[src/rtl/bcd_to_binary.sv]
// rtl/bcd_to_binary.sv - sequential reverse double-dabble BCD (4 digits) to binary converter
module bcd_to_binary #(
  parameter int NUM_BITS = 14
) (
  input  logic                clk,
  input  logic                rst,
  input  logic [15:0]         bcd_in,
  input  logic                bcd_in_valid,
  output logic                bcd_in_ready,
  output logic [NUM_BITS-1:0] binary_out,
  output logic                binary_out_valid,
  input  logic                binary_out_ready,
  output logic                bcd_error
);

  localparam int CW = $clog2(NUM_BITS + 1);
  localparam logic [CW-1:0] LAST_COUNT = CW'(NUM_BITS);

  typedef enum logic [1:0] {
    IDLE   = 2'd0,
    SHIFT  = 2'd1,
    ADJUST = 2'd2,
    DONE   = 2'd3
  } state_t;

  state_t                    state;
  logic [15:0]               bcd_reg;
  logic [NUM_BITS-1:0]       bin_reg;
  logic [CW-1:0]             count;

  logic [15+NUM_BITS:0]      shifted;
  logic [15:0]               bcd_adjusted;
  logic [CW-1:0]             count_inc;
  logic                      in_malformed;

  // A digit nibble holding 10..15 is not valid BCD
  function automatic logic nibble_bad(input logic [3:0] n);
    return n > 4'd9;
  endfunction

  // Undo the doubling of the lower digit: a nibble at 8 or above carried a 10 in
  function automatic logic [3:0] nibble_adjust(input logic [3:0] n);
    return (n >= 4'd8) ? (n - 4'd3) : n;
  endfunction

  assign bcd_in_ready = (state == IDLE) && !rst;

  // Datapath helpers: combined right shift, per-nibble adjust, malformed-input detect
  always_comb begin
    shifted      = {bcd_reg, bin_reg} >> 1;
    count_inc    = count + 1'b1;
    bcd_adjusted = {nibble_adjust(bcd_reg[15:12]), nibble_adjust(bcd_reg[11:8]),
                    nibble_adjust(bcd_reg[7:4]),   nibble_adjust(bcd_reg[3:0])};
    in_malformed = nibble_bad(bcd_in[15:12]) || nibble_bad(bcd_in[11:8]) ||
                   nibble_bad(bcd_in[7:4])   || nibble_bad(bcd_in[3:0]);
  end

  // Control FSM with registered result, error flag and valid
  always_ff @(posedge clk) begin
    if (rst) begin
      state            <= IDLE;
      bcd_reg          <= '0;
      bin_reg          <= '0;
      count            <= '0;
      binary_out       <= '0;
      binary_out_valid <= 1'b0;
      bcd_error        <= 1'b0;
    end else begin
      case (state)
        IDLE: begin
          if (bcd_in_valid && bcd_in_ready) begin
            bcd_reg <= bcd_in;
            bin_reg <= '0;
            count   <= '0;
            if (in_malformed) begin
              binary_out       <= '0;
              bcd_error        <= 1'b1;
              binary_out_valid <= 1'b1;
              state            <= DONE;
            end else begin
              bcd_error <= 1'b0;
              state     <= SHIFT;
            end
          end
        end
        SHIFT: begin
          {bcd_reg, bin_reg} <= shifted;
          count              <= count_inc;
          if (count_inc == LAST_COUNT) begin
            binary_out       <= shifted[NUM_BITS-1:0];
            binary_out_valid <= 1'b1;
            state            <= DONE;
          end else begin
            state <= ADJUST;
          end
        end
        ADJUST: begin
          bcd_reg <= bcd_adjusted;
          state   <= SHIFT;
        end
        DONE: begin
          if (binary_out_ready) begin
            binary_out_valid <= 1'b0;
            state            <= IDLE;
          end
        end
        default: state <= IDLE;
      endcase
    end
  end

endmodule
[config.mk]
export PLATFORM = sky130hd
export DESIGN_NAME = bcd_to_binary
export DESIGN_NICKNAME = d
export VERILOG_FILES = /design/src/rtl/bcd_to_binary.sv
export SDC_FILE = /design/constraint.sdc
export NUM_CORES = 1
export LEC_CHECK = 0
export ABC_AREA = 1
export BUFFER_PORTS_ARGS = -buffer_cell sky130_fd_sc_hd__buf_4
export CORE_MARGIN = 2
export CORE_UTILIZATION = 64
export CTS_BUF_LIST = sky130_fd_sc_hd__clkbuf_4
export DETAILED_ROUTE_END_ITERATION = 16
export PLACE_DENSITY = 0.91
export SLEW_MARGIN = 10
export SYNTH_ARGS = -nofsm -noshare
export SYNTH_HDL_FRONTEND = slang
export SYNTH_SLANG_ARGS = --single-unit
[constraint.sdc]
create_clock -name clk -period 2.75 [get_ports clk]
set_input_delay 0.55 -clock clk [delete_from_list [all_inputs] [get_ports clk]]
set_output_delay 0.55 -clock clk [all_outputs]
set_load 0.02 [all_outputs]
==> run_results.csv <==
group,metric,value,unit
synthesis,postSynth.asyncResetShare,0,
critical_path,path_class,"register to output port",
clock_tree,clkLatencyLatePin,0.41,ns
finish,drive_gt1_frac,0.135,
critical_path,crit_buf_inv,3,
critical_path,max_stage_delay,0.43,ns
global_routing,grt_pass1_wl,11300,um
critical_path,r2r_cells,10,
hold_path,hp-class,"primary input to register",
synthesis,synth_top_area_frac,0.355,
clock_tree,cts_buffers,5,
critical_path,cp_max_fo,5,
finish,nNetsFinal,493,
floorplan,dieWidth,71.0,um
synthesis,synth_most_common_cell,"nand2_1",
route,wl,6460,um
route,vias,2771,
pwr,pwr_density_cell,1010,mW/mm^2
timing,rsz0062_at_grt,"false",
critical_path,crit_arrival,1.53,ns
synthesis,ys_types,28,
placement,globalplace.congestion,0.837,
timing,setup_viol,0,
clock_tree,cts-resized-gates,0,
critical_path,cp-endpoint,"bcd_in_ready",
synthesis,ys_seq_area_frac,0.355,
route,drcViolationCount,0,
clock_tree,ctsHtreeMaxLevel,2,
global_routing,gr-total-overflow,0,
timing,skew,0.0160,ns
route,first_pass_iters,5,
critical_path,cp_slowest_cell,"dfxtp_1",
synthesis,syn_area_per_cell,6.71,um^2
synthesis,ys_seq_elements,51,
global_routing,antenna_found_initial,0,
route,routed_via_density,5.42,
synthesis,synth_nets,463,
timing,fin_crit_sh,0.758,
synthesis,yosys.area.top_type,"dfxtp_1",
pwr,p_leak,1.42,nW
global_routing,grt_pass1_vias,2527,
floorplan,start_util,0.664,
finish,fin_util,0.744,
timing,max_slew_margin,0.649,
route,drt_iter0_markers,224,
finish,largest_reg_flops,16,
critical_path,crit_start,"state[0]$_SDFFE_PP0P_",
floorplan,die_area,0.00504,mm^2
critical_path,r2r-end,"bcd_reg[2]$_SDFFE_PP0P_",
critical_path,cp-start-kind,"register",
clock_tree,cts_tree,"yes",
finish,areaGrowthSynthToFinish,12.0,%
global_routing,grt_max_degree,26,
timing,max_freq,0.480,GHz
timing,worst_pin_slew,0.526,ns
synthesis,synth_top_flop_cell,"dfxtp_1",
synthesis,netlist_top_cells_count,"nand2_1, nor2_1, dfxtp_1, inv_1, a21oi_1",
timing,setup_tns,0,ns
route,antenna_left,0,
placement,dp_slack,0.705,ns
pwr,ir_drop,0.854,mV
timing,hold_viol,0,
clock_tree,holdBufCountCts,0,
critical_path,reg2reg_from,"state[1]$_SDFFE_PP0P_",
route,wire_per_inst,12.6,um
clock_tree,clk_path_buf_depth,2,
synthesis,syn_area,0.00287,mm^2
synthesis,ys_warn_count,0,
placement,dpl.hpwl,4700,um
clock_tree,cts.clk_slew.worst_paths,0.16,ns
critical_path,cp_data_required_time,2.20,ns
timing,timing.final.crit_period,2.08,ns
job,maxCapViolations,0,
clock_tree,cts_setup_buffers,0,
clock_tree,cts_root_buf,"clkbuf_4",
critical_path,path_cells,"inv_1 > ha_1 > inv_2 > nor2_4 > buf_4",
critical_path,cp-end-kind,"output port",
critical_path,cp.depth,5,
status,status,"finished clean",
critical_path,r2r_slack,0.68,ns
timing,drv_slew,0,
floorplan,core,0.00432,mm^2
floorplan,pin_count,37,
synthesis,synth_edf_count,0,
timing,finalWorstSetupSlack,0.665,ns
placement,io_buffers,36,
floorplan,rows,24,
critical_path,cp_top_family,"flip-flops",
synthesis,synthCells,428,
clock_tree,clkSinkCount,51,
finish,antenna_cells,0,
global_routing,grtUsageTotal,0.275,
synthesis,synthTopCellsByArea,"dfxtp_1, nand2_1, nor2_1",
floorplan,die_y,71.0,um
## worst min-delay path by stage
stage                             from                  endpoint  slack [ns]  cells after the start
3_5_place_dp   bin_reg[1]$_SDFFE_PP0P_   bin_reg[1]$_SDFFE_PP0P_        0.46                      2
3_3_place_gp   bin_reg[1]$_SDFFE_PP0P_   bin_reg[1]$_SDFFE_PP0P_        0.45                      2
5_1_grt                     bcd_in[14]  bcd_reg[14]$_SDFFE_PP0P_        0.48                      3
6_report                    bcd_in[14]  bcd_reg[14]$_SDFFE_PP0P_        0.47                      3
2_1_floorplan  bin_reg[1]$_SDFFE_PP0P_   bin_reg[1]$_SDFFE_PP0P_        0.44                      2
4_1_cts        bin_reg[1]$_SDFFE_PP0P_   bin_reg[1]$_SDFFE_PP0P_        0.48                      2
## placed cells by master (no fill, tap or decap), drive strengths merged, types with 3 or more instances in the layout
cell type	n
a21oi	43
buf	40
clkbuf	5
clkinv	3
dfxtp	51
ha	15
inv	49
nand2	115
nand3	32
nor2	57
o211ai	9
o21ai	29
xnor2	3
## worst reg2reg max path, cell delays in order, from the launching register on
cell	delay, ns
dfxtp_1	0.37
inv_1	0.12
ha_1	0.47
inv_2	0.19
nand2_1	0.12
nor2_1	0.04
inv_1	0.11
nand2_4	0.12
a21oi_4	0.20
o21ai_0	0.11
a21oi_1	0.15
## layer usage
metal  up-vias  wire, um  part of all wire  GRT usage
li1       1422         -                 -          -
met1      1249      2930              0.45      0.372
met2        90      3080              0.48      0.456
met3        10       349             0.054     0.0484
met4         0        99             0.015     0.0713
met5         -         0                 0          0
## stage by stage
stage	std cells	area (um^2)	power, mW	hold WS [ns]
2_1_floorplan	428	2870	2.44	0.440
3_3_place_gp	503	3150	2.80	0.449
3_5_place_dp	503	3150	2.86	0.456
4_1_cts	511	3220	3.24	0.476
5_1_grt	511	3220	3.54	0.479
6_report	511	3220	3.26	0.468
## power by group
group	internal [mW]	switching, mW
clock network	0.109	0.277
registers	0.927	0.160
logic	0.620	1.17
total	1.66	1.60
## logic make-up after synthesis
family	count (synthesis)	synth area share
AO/OA/AOI/OAI	85	0.179
XOR/XNOR	4	0.0122
adder cells (fa/ha/maj)	15	0.0653
buffers and inverters	66	0.0936
flip-flops	51	0.355
AND/OR/NAND/NOR	207	0.295
## final cells by class
cell class / instances / area [um^2]
multi-input cells: 311 / 1580
fillers: 359 / 1110
flip-flops and latches: 51 / 1020
repair buffers: 40 / 300
inverters: 49 / 184
well taps: 52 / 65.1
clock buffers: 5 / 37.5
clock inverters: 3 / 26.3
Power figures use the tool's default switching activity.
